[src/rtl/pipelined_barrel_shifter_pkg.sv]
// Shared definitions for the pipelined barrel shifter.
//   OP_*      : operation encodings carried on in_op (101..111 reserved, pass-through)
//   clog2     : ceiling log2, used to size the amount field
//   calc_lat  : number of register ranks for a given amount width and stages-per-rank
package pipelined_barrel_shifter_pkg;

    localparam logic [2:0] OP_ROR = 3'b000;
    localparam logic [2:0] OP_ROL = 3'b001;
    localparam logic [2:0] OP_LSR = 3'b010;
    localparam logic [2:0] OP_LSL = 3'b011;
    localparam logic [2:0] OP_ASR = 3'b100;

    function automatic int clog2(input int value);
        int r;
        r = 0;
        while ((1 << r) < value) r++;
        return r;
    endfunction

    // One rank after every spr log-stages, with the last rank possibly partial.
    function automatic int calc_lat(input int amt_w, input int spr);
        int l;
        l = (amt_w + spr - 1) / spr;
        return (l < 1) ? 1 : l;
    endfunction

endpackage

[src/rtl/pipelined_barrel_shifter_stage.sv]
// Single combinational log-stage: moves the word by DIST bit positions when en=1.
//   src  : word entering the stage
//   en   : amount bit for this stage
//   op   : operation; left ops use the left form, reserved ops pass through
//   fill : bit shifted into the vacated MSBs for ASR (original sign of the word)
//   res  : word leaving the stage
module shift_log_stage
    import pipelined_barrel_shifter_pkg::*;
#(
    parameter int DATA_W = 32,
    parameter int DIST   = 1
) (
    input  logic [DATA_W-1:0] src,
    input  logic              en,
    input  logic [2:0]        op,
    input  logic              fill,
    output logic [DATA_W-1:0] res
);

    always_comb begin
        res = src;
        if (en) begin
            case (op)
                OP_ROR:  res = {src[DIST-1:0], src[DATA_W-1:DIST]};
                OP_ROL:  res = {src[DATA_W-DIST-1:0], src[DATA_W-1:DATA_W-DIST]};
                OP_LSR:  res = {{DIST{1'b0}}, src[DATA_W-1:DIST]};
                OP_LSL:  res = {src[DATA_W-DIST-1:0], {DIST{1'b0}}};
                OP_ASR:  res = {{DIST{fill}}, src[DATA_W-1:DIST]};
                default: res = src;
            endcase
        end
    end

endmodule

[src/rtl/pipelined_barrel_shifter.sv]
// Pipelined rotate/shift unit with valid/ready on both sides.
//   clk, reset_n          : clock, asynchronous active-low reset
//   in_valid/in_ready     : input handshake; in_ready depends only on state and out_ready
//   in_data/in_amt/in_op  : operand, amount 0..DATA_W-1, operation (see package)
//   in_tag                : sideband carried unchanged
//   out_valid/out_ready   : output handshake
//   out_data/out_tag      : result and its tag, driven straight from the last rank
// AMT_W log-stages (LSB first) are grouped SPR per register rank; LAT ranks total.
module pipelined_barrel_shifter
    import pipelined_barrel_shifter_pkg::*;
#(
    parameter  int DATA_W = 32,
    parameter  int SPR    = 2,
    parameter  int TAG_W  = 4,
    localparam int AMT_W  = clog2(DATA_W),
    localparam int LAT    = calc_lat(AMT_W, SPR)
) (
    input  logic              clk,
    input  logic              reset_n,
    input  logic              in_valid,
    output logic              in_ready,
    input  logic [DATA_W-1:0] in_data,
    input  logic [AMT_W-1:0]  in_amt,
    input  logic [2:0]        in_op,
    input  logic [TAG_W-1:0]  in_tag,
    output logic              out_valid,
    input  logic              out_ready,
    output logic [DATA_W-1:0] out_data,
    output logic [TAG_W-1:0]  out_tag
);

    // Rank registers, index r = rank r (1..LAT).
    logic [LAT:1]             vld_pipe;
    logic [LAT:1][DATA_W-1:0] data_q;
    logic [LAT:1][AMT_W-1:0]  amt_q;
    logic [LAT:1][2:0]        op_q;
    logic [LAT:1]             sign_q;
    logic [LAT:1][TAG_W-1:0]  tag_q;

    // Source feeding the stages of rank r+1: inputs for r=0, rank r registers otherwise.
    logic [DATA_W-1:0] src_data [LAT];
    logic [AMT_W-1:0]  src_amt  [LAT];
    logic [2:0]        src_op   [LAT];
    logic              src_sign [LAT];
    logic [TAG_W-1:0]  src_tag  [LAT];
    logic              src_vld  [LAT];

    logic [DATA_W-1:0] stg_res  [AMT_W];
    logic [DATA_W-1:0] rank_res [LAT];

    logic stall;

    assign stall    = vld_pipe[LAT] & ~out_ready;
    assign in_ready = ~stall;

    assign out_valid = vld_pipe[LAT];
    assign out_data  = data_q[LAT];
    assign out_tag   = tag_q[LAT];

    for (genvar r = 0; r < LAT; r++) begin : g_src
        if (r == 0) begin : g_in
            assign src_data[r] = in_data;
            assign src_amt[r]  = in_amt;
            assign src_op[r]   = in_op;
            // ASR fills with the operand's original MSB, not with whatever
            // intermediate stages have rotated into the top bit.
            assign src_sign[r] = in_data[DATA_W-1];
            assign src_tag[r]  = in_tag;
            assign src_vld[r]  = in_valid;
        end else begin : g_reg
            assign src_data[r] = data_q[r];
            assign src_amt[r]  = amt_q[r];
            assign src_op[r]   = op_q[r];
            assign src_sign[r] = sign_q[r];
            assign src_tag[r]  = tag_q[r];
            assign src_vld[r]  = vld_pipe[r];
        end
    end

    for (genvar k = 0; k < AMT_W; k++) begin : g_stage
        localparam int R = k / SPR;
        logic [DATA_W-1:0] stg_src;

        // First stage of a rank starts from that rank's source, others chain.
        if (k % SPR == 0) begin : g_head
            assign stg_src = src_data[R];
        end else begin : g_chain
            assign stg_src = stg_res[k-1];
        end

        shift_log_stage #(
            .DATA_W (DATA_W),
            .DIST   (1 << k)
        ) u_stage (
            .src  (stg_src),
            .en   (src_amt[R][k]),
            .op   (src_op[R]),
            .fill (src_sign[R]),
            .res  (stg_res[k])
        );
    end

    for (genvar r = 0; r < LAT; r++) begin : g_rank
        localparam int LAST = (((r + 1) * SPR < AMT_W) ? (r + 1) * SPR : AMT_W) - 1;
        assign rank_res[r] = stg_res[LAST];
    end

    // Every rank advances together; a stall at the output freezes the whole pipe,
    // so nothing is lost or duplicated and bubbles only move when it runs.
    always_ff @(posedge clk or negedge reset_n) begin
        if (!reset_n) begin
            vld_pipe <= '0;
            data_q   <= '0;
            amt_q    <= '0;
            op_q     <= '0;
            sign_q   <= '0;
            tag_q    <= '0;
        end else if (!stall) begin
            for (int r = 1; r <= LAT; r++) begin
                vld_pipe[r] <= src_vld[r-1];
                if (src_vld[r-1]) begin
                    data_q[r] <= rank_res[r-1];
                    amt_q[r]  <= src_amt[r-1];
                    op_q[r]   <= src_op[r-1];
                    sign_q[r] <= src_sign[r-1];
                    tag_q[r]  <= src_tag[r-1];
                end
            end
        end
    end

    // Amount bits already consumed and the last rank's control fields have no
    // readers; they are kept so every rank has the same register layout.
    logic unused_ok;
    assign unused_ok = ^{amt_q, op_q, sign_q};

endmodule

[config.mk]
export PLATFORM = sky130hd
export DESIGN_NAME = pipelined_barrel_shifter
export DESIGN_NICKNAME = d
export VERILOG_FILES = /design/src/rtl/pipelined_barrel_shifter_pkg.sv /design/src/rtl/pipelined_barrel_shifter_stage.sv /design/src/rtl/pipelined_barrel_shifter.sv
export SDC_FILE = /design/constraint.sdc
export NUM_CORES = 1
export LEC_CHECK = 0
export BUFFER_PORTS_ARGS = -buffer_cell sky130_fd_sc_hd__buf_2
export CORE_MARGIN = 2
export CORE_UTILIZATION = 41
export DETAILED_ROUTE_END_ITERATION = 7
export PLACE_DENSITY = 0.67
export SETUP_SLACK_MARGIN = 0.4
export SLEW_MARGIN = 20
export SYNTH_ARGS = -nofsm -noshare
export SYNTH_HDL_FRONTEND = slang
export SYNTH_SLANG_ARGS = --single-unit
[constraint.sdc]
create_clock -name clk -period 1.9 [get_ports clk]
set_clock_uncertainty 0.2 [all_clocks]
set_input_delay 0.38 -clock clk [delete_from_list [all_inputs] [get_ports clk]]
set_output_delay 0.38 -clock clk [all_outputs]
set_load 0.01 [all_outputs]
# [After elaboration in Yosys (flattened, before gate mapping)]
# Index checks and enable logic that the tools add are counted.
# W data, S select, Z words.
[word_totals] regBits=129 inputBits=48 out_inout_bits=38 wordCells=45
[op_classes] eq_ne=12 mux=10 bitwise_logic=3 n_reduce_logical=7
[ops] cell="$pmux W32 S5" n=4
[ops] cell="$mux W32" n=5
[ops] cell="$pmux W32 S4" n=1
[ops] cell="$eq A3 B2 Y1 const B" n=6
[ops] cell="$eq A3 B1 Y1 const B" n=3
[ops] cell="$eq A3 B3 Y1 const B" n=3
[ops] cell="$logic_not A3 Y1" n=3
[ops] cell="$reduce_and A2 Y1" n=3
[ops] cell="$not A1 Y1" n=2
[ops] cell="$reduce_or A2 Y1" n=1
[ops] cell="$and A1 B1 Y1" n=1

# [Logic depth before layout (Yosys ltp)]
[depth] ltp_word=5 depth_mapped=8

# [Hierarchy]
# Synthesis repeated with hierarchy kept, for this count alone.
[hier_totals] cells_unflattened=757 hier_area_um2=8843.5
[modules_own_cells] module="pipelined_barrel_shifter" n_inst=1 cells_per_inst=264 area_each_um2=5064.9
[modules_own_cells] module="shift_log_stage at g_stage[0].u_stage" n_inst=1 cells_per_inst=84 area_each_um2=874.6
[modules_own_cells] module="shift_log_stage at g_stage[1].u_stage" n_inst=1 cells_per_inst=114 area_each_um2=815.8
[modules_own_cells] module="shift_log_stage at g_stage[2].u_stage" n_inst=1 cells_per_inst=106 area_each_um2=737.0
[modules_own_cells] module="shift_log_stage at g_stage[3].u_stage" n_inst=1 cells_per_inst=91 area_each_um2=733.2
[modules_own_cells] module="shift_log_stage at g_stage[4].u_stage" n_inst=1 cells_per_inst=98 area_each_um2=618.1

# [Worst setup path after synthesis]
# Ideal clock, no wire load.
[synth_path] path_type="input-to-reg" startpoint="input in_op[0]" endpoint="register data_q, in the netlist g_stage[2].stg_src[19]" setup_ns=0.123 arrival_ns=1.654 slack_ns=-0.077 cell_stages=8 cell_sequence="buf_4 o21ai_4 and2_1 buf_2 nand2_2 buf_2 a221o_1 o221a_2"
[synth_via] elab_chain_cells=5 elab_cells_between_ends=9 cone_classes="eq/ne (4); mux (4); reduce/logical (1)"
[synth_lines] element="from (decl)" line_no="pipelined_barrel_shifter.sv:24" text="input logic [2:0] in_op,"
[synth_lines] element="$eq A3 B3 Y1, or another cell as far along" line_no="pipelined_barrel_shifter_stage.sv:23" text="case (op)"
[synth_lines] element="$pmux W32 S5" line_no="pipelined_barrel_shifter_stage.sv:23"
[synth_lines] element="$mux W32" line_no="pipelined_barrel_shifter_stage.sv:22" text="if (en) begin"
[synth_lines] element="$pmux W32 S5" line_no="pipelined_barrel_shifter_stage.sv:23"
[synth_lines] element="$mux W32 (*)" line_no="pipelined_barrel_shifter_stage.sv:22"
[synth_lines] element="to (signal, indexed assignment)" line_no="pipelined_barrel_shifter.sv:122" text="data_q[r] <= rank_res[r-1];"
[synth_lines] element="to (decl)" line_no="pipelined_barrel_shifter.sv:34" text="logic [LAT:1][DATA_W-1:0] data_q;"
# Every way passes the cells marked *; elsewhere a longest branch is shown, timed or not.
# A chain may end at the register's enable or synchronous reset.

# [Worst setup path in the final report]
[layout_path] startpoint="register op_q[2] (netlist name)" endpoint="register data_q, in the netlist g_stage[4].stg_src[5]"
[layout_via] elab_chain_cells=5 elab_cells_between_ends=9 cone_classes="eq/ne (4); mux (4); reduce/logical (1)"
[layout_lines] element="from (decl)" line_no="pipelined_barrel_shifter.sv:36" text="logic [LAT:1][2:0] op_q;"
[layout_lines] element="from (signal, indexed assignment)" line_no="pipelined_barrel_shifter.sv:124" text="op_q[r] <= src_op[r-1];"
[layout_lines] element="$eq A3 B3 Y1, or another cell as far along" line_no="pipelined_barrel_shifter_stage.sv:23"
[layout_lines] element="$pmux W32 S5" line_no="pipelined_barrel_shifter_stage.sv:23"
[layout_lines] element="$mux W32" line_no="pipelined_barrel_shifter_stage.sv:22"
[layout_lines] element="$pmux W32 S5" line_no="pipelined_barrel_shifter_stage.sv:23"
[layout_lines] element="$mux W32 (*)" line_no="pipelined_barrel_shifter_stage.sv:22"
# Marked as above.

==> impl_metrics.ini <==
[worst_setup_path]
worst_path_most_repeated_cell = buf_6
crit_path_top_delay_cell = or4b_4
max_stage_delay_ps = 510
r2r_cells = 7
crit_fanout = 6
arrival_ps = 2250
cp.required_ps = 2030
path_class = flip-flop to flip-flop
end_kind = flip-flop
critPathLaunchType = flip-flop
r2r-end = g_stage[4].stg_src[5]
crit_chain = buf_6 -> buf_6 -> or4b_4 -> o2111ai_4 -> buf_4 -> o211ai_1 -> a31oi_1
crit-reg2reg-launch = op_q[2]
r2r_slack_ps = -220

[grt]
grt_pass1_vias = 8483
antenna_found_initial = 0
grt_pass1_wl_mm = 47.2
grt_remaining_overflow = 0
grt_usage_pct = 29.4
grt_max_degree = 47

[placed_design]
dpl-instance-area_um2 = 10100
place_hpwl_mm = 19.6
port-buffer-count = 85
place.gp.congestion = 0.992

[cts]
cts_max_level = 4
clock_path_buffers = 2
root_buffer = clkbuf_16
path_clk_slew_ps = 60
cts_buffers = 17
clock_latency_ps = 420
cts_sinks = 123
cts_tree = built

[yosys]
yosys_warnings = 0
synth_cell_type_count = 55
synth_area_um2 = 7960
syn-num-nets = 932
synth_top_cell_by_area = dfrtp_1
synth.area.top_cells = dfrtp_1, nand2_1, mux2i_1, a21oi_1, o32ai_1
yosys-top-cells-count = dfrtp_1, nand2_1, a21oi_1
ys.flop_type = dfrtp_1
synth_edf_count = 0
netlist_instances = 884
ys_seq_area_share_pct = 38.7
yosysTopAreaCellShare_pct = 38.7
ys_async_sr_fraction_pct = 100
synth_area_per_cell_um2 = 9.00
yosysMostFrequentCell = dfrtp_1
ys_seq_elements = 123

[layout]
design_area_um2 = 13700
final_layout_size_suffix_gt1_share_pct = 58.7
syn2layout_area_growth_pct = 71.6
fin_nets = 1228
num_antenna_cells = 0
fin_util_pct = 72.3

[power_and_ir_drop]
vdd_drop_max_mv = 0.575
power_density_nw_per_um2 = 1440
leakagePower_nw = 5.68

[timing]
setup_slack_ps = -218
max_clock_freq_mhz = 472
slew_headroom_pct = 50.9
timing.final.crit_share_pct = 111
worstMarginPinSlew_ps = 737
rsz0062_at_grt = true
min_period_ps = 2120
hold_viol_final = 0
final-setup-viol-count = 30
slew_viol_final = 0

[routing]
via_count = 9501
drt-wirelength-per-cell_um = 24.5
final_antenna_net_count = 0
drc = 0
firstDrtPassIters = 6
first_iter_violations = 1027
vias_per_cell = 6.54
wirelength_mm = 35.6

[die]
initial_utilization_pct = 42.1
coreArea_um2 = 18900
ios = 86
dieArea_um2 = 20500
rows = 50
die_w_um = 143
dieHeight_um = 143

[outcome]
failed_checks = negative setup slack
status = finished, violations left

[job]
max_cap_viol_count = 0

[min_path]
hold_path_class = primary input to flip-flop
hold_end = sign_q[1]
worstHoldPathCells = 3
hp-start = in_data[31]
## worst max-delay path: cells and delay by family, from the launching register on
family | cells | cell delay, ps
AND/OR/NAND/NOR | 1 | 510
flip-flops | 1 | 410
buffers and inverters | 3 | 420
AO/OA/AOI/OAI | 3 | 490
## metrics by stage
step	setup TNS (ps)	total power [mW]	setup WS [ps]	instances	hold slack, ps
final	-2720	19.7	-218	1453	73.1
after global routing	-4150	20.5	-264	1453	87.0
after CTS	-955	16.2	-102	1396	72.7
after detailed placement	-5280	11.6	-269	1296	120
after global placement	-4210	11.5	-202	1296	120
after floorplan	-2.61	8.89	-2.61	884	-116
## power breakdown
part           internal, mW  total (mW)  switching (mW)
clock                  1.79        3.04            1.25
sequential             3.70        5.00            1.30
combinational          5.72        11.6            5.92
total                  11.2        19.7            8.47
## registers in the layout, summed over array words and instances, names as in the netlist
name / count
out_data: 32
src_tag: 8
g_stage.stg_src: 64
sign_q: 2
op_q: 6
amt_q: 4
out_tag: 4
vld_pipe: 3
## routing by layer
layer | global-route usage (%) | vias up | share of wire (%)
li1 | - | 4058 | -
met1 | 38.3 | 4608 | 37
met2 | 46.8 | 633 | 48
met3 | 5.56 | 202 | 8.2
met4 | 14.9 | 0 | 6.7
met5 | 0 | - | 0
## layout by cell type, fill, tap and decap left out, types with 19 or more instances in the layout
master	Yosys	final
a22oi_1	24	21
dfrtp_1	123	117
nand2_2	1	32
o21ai_1	3	19
buf_2	37	77
a21oi_2	0	22
mux2i_1	33	28
buf_12	0	27
buf_4	6	164
nand2_1	118	61
a2bb2oi_2	0	20
nand2_4	0	22
o221a_2	27	26
o22ai_1	30	19
a21oi_1	62	36
clkbuf_16	0	23
nor2_1	55	47
buf_6	3	62
## cell families (layout without fill, tap and decap cells)
| group | Yosys count | count (layout) | synth area share [%] |
|---|---|---|---|
| and+or+nand+nor | 218 | 224 | 11.9 |
| AOI/OAI and AO/OA | 383 | 383 | 36.0 |
| muxes | 55 | 55 | 7.26 |
| buffers and inverters | 105 | 408 | 6.10 |
| DFF | 123 | 123 | 38.7 |
## how the worst max path moves through the flow
stage | cells after the start | to | from
CTS | 6 | g_stage[4].stg_src[21] | op_q[1]
global route | 6 | g_stage[4].stg_src[21] | op_q[1]
floorplan | 8 | g_stage[4].stg_src[14] | op_q[1]
finish | 7 | g_stage[4].stg_src[5] | op_q[2]
global placement | 7 | g_stage[4].stg_src[0] | op_q[1]
detailed placement | 7 | g_stage[4].stg_src[0] | op_q[1]
## timing repair
action                                  CTS  global route
hold buffers                              8             0
pin swaps                                57            78
endpoints found under the setup margin  134           145
setup buffers                            49            44
hold endpoints to repair                 29             0
gates resized for setup                 162           240
cloned                                   11            13
## area by class of cell
type / count / area [um^2]
Clock buffer: 17 / 425
Sequential cell: 123 / 3090
Multi-Input combinational cell: 662 / 6220
Clock inverter: 15 / 128
Fill cell: 1260 / 5240
Timing Repair Buffer: 362 / 3420
Inverter: 14 / 56.3
Tap cell: 260 / 325
No activity file was read; power rests on OpenSTA's default activity.
